`config.mk`:
```
export PLATFORM = sky130hd
export DESIGN_NAME = nn_wb_master
export DESIGN_NICKNAME = d
export VERILOG_FILES = /design/src/rtl/nn_wb_master.sv
export SDC_FILE = /design/constraint.sdc
export NUM_CORES = 1
export LEC_CHECK = 0
export BUFFER_PORTS_ARGS = -buffer_cell sky130_fd_sc_hd__buf_4
export CAP_MARGIN = 0
export CORE_ASPECT_RATIO = 0.5
export CORE_UTILIZATION = 55
export CTS_BUF_LIST = sky130_fd_sc_hd__clkbuf_16
export DETAILED_ROUTE_END_ITERATION = 12
export PLACE_DENSITY = 0.76
export SETUP_SLACK_MARGIN = 0.1
export SLEW_MARGIN = 10
export SYNTH_ARGS = -nofsm -noshare
export SYNTH_HDL_FRONTEND = slang
export SYNTH_SLANG_ARGS = --single-unit
export TNS_END_PERCENT = 30
```
`constraint.sdc`:
```
create_clock -name clk -period 4 [get_ports clk]
set_clock_uncertainty 0.1 [all_clocks]
set_input_delay 0.2 -clock clk [delete_from_list [all_inputs] [get_ports clk]]
set_output_delay 0.2 -clock clk [all_outputs]
set_load 0.05 [all_outputs]
```
`src/rtl/nn_wb_master.sv`:
```
// nn_wb_master: Wishbone classic initiator for the NN accelerator slave port.
// Commands are queued in a small FIFO. Bus cycles run one at a time, and each
// command gets exactly one response, returned in order.
//
// state | meaning
// IDLE  | no bus cycle; pops the FIFO head when one is queued
// BUS   | cyc/stb asserted, waiting for ack or for the timeout
// RESP  | response held on rsp_*, waiting for rsp_ready
module nn_wb_master #(
  parameter int FIFO_DEPTH = 4,
  parameter int TIMEOUT    = 255,
  parameter int TO_W       = 8
) (
  input  logic        clk,
  input  logic        rst_l,
  input  logic        cmd_valid,
  output logic        cmd_ready,
  input  logic        cmd_we,
  input  logic [31:0] cmd_adr,
  input  logic [31:0] cmd_dat,
  output logic        rsp_valid,
  input  logic        rsp_ready,
  output logic        rsp_we,
  output logic [31:0] rsp_dat,
  output logic        rsp_err,
  output logic        wbm_cyc_o,
  output logic        wbm_stb_o,
  output logic        wbm_we_o,
  output logic [3:0]  wbm_sel_o,
  output logic [31:0] wbm_adr_o,
  output logic [31:0] wbm_dat_o,
  input  logic        wbm_ack_i,
  input  logic [31:0] wbm_dat_i,
  output logic        busy
);

  localparam int PW = (FIFO_DEPTH > 1) ? $clog2(FIFO_DEPTH) : 1;
  // The counter holds the number of ack-less edges already seen. Aborting when
  // it reaches TIMEOUT-1 means that the strobe stays up for exactly TIMEOUT
  // cycles when no ack arrives.
  localparam logic [TO_W-1:0] TO_LIMIT = TO_W'(TIMEOUT - 1);

  typedef enum logic [1:0] {IDLE, BUS, RESP} state_t;

  state_t          state;
  logic [64:0]     mem [FIFO_DEPTH];
  logic [PW-1:0]   wr_ptr;
  logic [PW-1:0]   rd_ptr;
  logic [PW:0]     count;
  logic [TO_W-1:0] to_cnt;
  logic            push;
  logic            pop;

  // cmd_ready depends only on the registered count, so a pop on the same edge
  // cannot free a slot for a push.
  assign cmd_ready = (count < (PW+1)'(FIFO_DEPTH));
  assign push      = cmd_valid & cmd_ready;
  assign pop       = (state == IDLE) && (count != '0);
  assign wbm_sel_o = 4'hF;
  assign busy      = (count != '0) || (state != IDLE);

  // FIFO storage; entries are {we, adr, dat}
  always_ff @(posedge clk) begin
    if (push) mem[wr_ptr] <= {cmd_we, cmd_adr, cmd_dat};
  end

  // FIFO pointers and occupancy
  always_ff @(posedge clk or negedge rst_l) begin
    if (!rst_l) begin
      wr_ptr <= '0;
      rd_ptr <= '0;
      count  <= '0;
    end else begin
      if (push) wr_ptr <= wr_ptr + 1'b1;
      if (pop)  rd_ptr <= rd_ptr + 1'b1;
      case ({push, pop})
        2'b10:   count <= count + 1'b1;
        2'b01:   count <= count - 1'b1;
        default: count <= count;
      endcase
    end
  end

  // Bus-cycle sequencer with registered Wishbone and response outputs
  always_ff @(posedge clk or negedge rst_l) begin
    if (!rst_l) begin
      state     <= IDLE;
      wbm_cyc_o <= 1'b0;
      wbm_stb_o <= 1'b0;
      wbm_we_o  <= 1'b0;
      wbm_adr_o <= '0;
      wbm_dat_o <= '0;
      rsp_valid <= 1'b0;
      rsp_we    <= 1'b0;
      rsp_dat   <= '0;
      rsp_err   <= 1'b0;
      to_cnt    <= '0;
    end else begin
      case (state)
        IDLE: begin
          if (count != '0) begin
            {wbm_we_o, wbm_adr_o, wbm_dat_o} <= mem[rd_ptr];
            wbm_cyc_o <= 1'b1;
            wbm_stb_o <= 1'b1;
            to_cnt    <= '0;
            state     <= BUS;
          end
        end
        BUS: begin
          if (wbm_ack_i) begin
            wbm_cyc_o <= 1'b0;
            wbm_stb_o <= 1'b0;
            wbm_we_o  <= 1'b0;
            rsp_we    <= wbm_we_o;
            rsp_dat   <= wbm_we_o ? 32'h0 : wbm_dat_i;
            rsp_err   <= 1'b0;
            rsp_valid <= 1'b1;
            state     <= RESP;
          end else if (to_cnt == TO_LIMIT) begin
            wbm_cyc_o <= 1'b0;
            wbm_stb_o <= 1'b0;
            wbm_we_o  <= 1'b0;
            rsp_we    <= wbm_we_o;
            rsp_dat   <= 32'h0;
            rsp_err   <= 1'b1;
            rsp_valid <= 1'b1;
            state     <= RESP;
          end else begin
            to_cnt <= to_cnt + 1'b1;
          end
        end
        RESP: begin
          if (rsp_ready) begin
            rsp_valid <= 1'b0;
            state     <= IDLE;
          end
        end
        default: state <= IDLE;
      endcase
    end
  end

endmodule

```
==> flow_summary_export.csv <==
group,metric,value,unit
placement,place_area,0.01589,mm^2
timing,rsz0062_at_grt,"false",
global_routing,first_global_vias,8428,
die,initial_core_util,0.5737,
critical_path,crit_chain,"nor2b_1 > and2_4",
synthesis,seq_area_frac_synth,0.7632,
layout,drive_gt1_frac,0.2963,
global_routing,grt_pass1_wl,46250,um
timing,hold_viol_final,0,
layout,antenna_cells,0,
drt,drt-initial-drc-count,563,
drt,drc,0,
synthesis,synth.distinct_cells,43,
critical_path,critPathMaxFanout,65,
clocking,cts_tree,"built",
critical_path,criticalPathCategory,"reg -> reg",
timing,slew_headroom,0.2940,
synthesis,ys_warn_count,0,
synthesis,synth_cells,804,
layout,finish.instance_area,0.01804,mm^2
synthesis,ys_seq_elements,378,
timing,finalSetupViolations,0,
timing,whs,0.1382,ns
synthesis,synth.area.top_cells,"edfxtp_1 55%, dfrtp_1 21%, mux4_2 10%",
critical_path,max_stage_delay,0.93,ns
die,io_pins,210,
critical_path,startpoint,"count[2]$_DFFE_PN0P_",
pwr,power_frac_seq,0.394,
clocking,cts.clk_slew.worst_paths,0.06,ns
layout,stdcell_count,1470,
synthesis,postSynthAreaPerCell,17.54,um^2
synthesis,async_reset_ff_frac,0.3122,
synthesis,synth_area,0.01410,mm^2
timing,fin_crit,2.319,ns
status,status,"finished clean",
synthesis,synth_edf_count,260,
pwr,peakVddDrop,0.5501,mV
clocking,clk_path_buf_depth,3,
layout,fin_nets,1220,
drt,wirelength,29350,um
die,dieWidth,228.4,um
clocking,cts_max_level,2,
die,dieArea,0.02632,mm^2
pwr,leakagePower,7.255,nW
layout,final_common_cell,"edfxtp_1",
layout,final_core_util,0.7343,
placement,post-place-ws,1.586,ns
layout,area_growth,27.98,%
clocking,clock_sinks,378,
pwr,p_comb_frac,0.381,
die,core-area,0.02457,mm^2
placement,dp.cells,1310,
clocking,insertion_delay,0.51,ns
layout,multi_input_area,0.003060,mm^2
pwr,power_density,830.0,mW/mm^2
global_routing,grt_overflow,0,
critical_path,crit_end,"mem[3][17]$_DFFE_PP_",
critical_path,crit_slowest_cell,"and2_4",
critical_path,cp.arrival,2.34,ns
timing,finalMaxSlewViolations,0,
timing,tns,0,ns
drt,ant_nets,0,
pwr,swShare,0.3847,
critical_path,worst_path_dominant_cell_family,"simple AND/OR/NAND/NOR gates",
drt,dr_total_vias,7967,
placement,portBuffers,205,
timing,fmax,431.2,MHz
critical_path,r2r-start,"count[2]$_DFFE_PN0P_",
layout,seqCellArea,0.01077,mm^2
clocking,cts-root-buf,"clkbuf_16",
critical_path,r2r_end,"mem[3][17]$_DFFE_PP_",
synthesis,synth-main-ff-cell,"edfxtp_1",
drt,dr.pass1.iters,5,
critical_path,worstPathRequired,4.02,ns
flow_run,drv_cap,0,
pwr,switching_power,5.762,mW
hold_path,min_path_type,"in -> reg",
die,rows,40,
critical_path,reg2reg_depth,2,
critical_path,cp-start-kind,"register",
critical_path,crit_buf_inv,0,
critical_path,cp.depth,2,
critical_path,end_kind,"register",
timing,period_share,0.5798,
layout,layout_common_cells,"260 x edfxtp_1, 209 x buf_4, 200 x nand2_1",
pwr,p_clk_frac,0.225,
synthesis,synth_top_area_cell,"edfxtp_1",
timing,max_slew.worst_pin.slew,1.059,ns
clocking,cts_resized,0,
clocking,cts_made_buffers,34,
placement,hpwl,15330,um
pwr,finalPower,14.98,mW
drt,vias_per_cell,5.420,
synthesis,synth_top_area_share,0.5538,
timing,timing.final.ws_setup,1.681,ns
placement,gp_congestion,0.8157,
drt,avgRoutedWirePerCell,19.97,um
global_routing,antenna_found_initial,0,
global_routing,grt_usage,0.2307,
layout,fill_cells,1476,
critical_path,rrSetupSlack,1.68,ns
pwr,intPower,9.215,mW
die,fp.dieH,115.2,um
global_routing,grt_max_degree,99,
-- cell usage after synthesis (all sizes together) (2+ instances only) --
cell type,count
o21ai,8
inv,12
o211ai,2
or3,2
a21o,2
nor2,3
nor3,2
a21oi,2
nand2b,3
xnor2,5
a31o,2
and2,5
buf,31
a22o,32
mux4,65
nand2,201
dfrtp,118
ha,7
nand3,13
clkbuf,13
edfxtp,260
-- area by class of cell --
| class | count | area share |
|---|---|---|
| multi-input cells | 373 | 0.1696 |
| repair buffers | 311 | 0.1442 |
| clock inverters | 25 | 0.01512 |
| well taps | 336 | 0.02330 |
| inverters | 12 | 0.002496 |
| flip-flops and latches | 378 | 0.5968 |
| clock buffers | 35 | 0.04854 |
-- state kept, by name, summed over array words and instances, names as in the netlist --
name and flops:
wr_ptr 2, wbm_adr_o 32, wbm_stb_o 1, to_cnt 8
wbm_we_o 1, state 2, rsp_dat 32, rsp_err 1
count 3, rsp_we 1, mem 260, rd_ptr 2
rsp_valid 1, wbm_dat_o 32
-- worst register-to-register path: cells and delay by family (launching register included) --
| kind | cells | cell delay, ns |
|---|---|---|
| flops | 1 | 0.39 |
| simple gates | 2 | 1.40 |
-- how the worst min path moves through the flow --
stage,to,cells past startpoint,from,slack [ns]
final,wr_ptr[0]$_DFFE_PN0P_,3,cmd_valid,0.14
after detailed placement,rsp_dat[0]$_DFFE_PN0P_,1,rst_l,0.30
after CTS,wr_ptr[0]$_DFFE_PN0P_,3,cmd_valid,0.12
after global routing,wr_ptr[0]$_DFFE_PN0P_,3,cmd_valid,0.15
after global placement,rsp_dat[29]$_DFFE_PN0P_,1,rst_l,0.29
after floorplan,count[0]$_DFFE_PN0P_,0,rst_l,-0.20
-- layer usage --
| layer | vias to the layer above | track usage | part of all wire |
|---|---|---|---|
| met5 | - | 0 | 0 |
| met4 | 0 | 0.07069 | 0.021 |
| met3 | 50 | 0.04960 | 0.057 |
| met2 | 271 | 0.3974 | 0.50 |
| met1 | 4041 | 0.3008 | 0.42 |
| li1 | 3605 | - | - |
-- timing repair --
action,4_1_cts,5_1_grt
hold buffers,100,0
buffers inserted,0,0
hold endpoints to repair,392,0
-- power by group through the flow --
| stage | registers (mW) | clock network [mW] | logic, mW |
|---|---|---|---|
| 2_1_floorplan | 7.39 | 0 | 2.50 |
| 3_3_place_gp | 5.92 | 0 | 5.52 |
| 3_5_place_dp | 5.97 | 0 | 5.62 |
| 4_1_cts | 5.90 | 3.43 | 5.74 |
| 5_1_grt | 6.01 | 3.60 | 6.07 |
| 6_report | 5.90 | 3.38 | 5.70 |
-- logic make-up after synthesis --
family | after synthesis | share of synthesized area
buf+inv | 56 | 0.02245
simple gates | 235 | 0.06754
compound gates | 53 | 0.02982
xor+xnor | 6 | 0.003727
fa+ha+maj | 8 | 0.007632
flops | 378 | 0.7632
mux | 67 | 0.1053
other cells | 1 | 0.0002660
(Power assumes the default switching activity.)
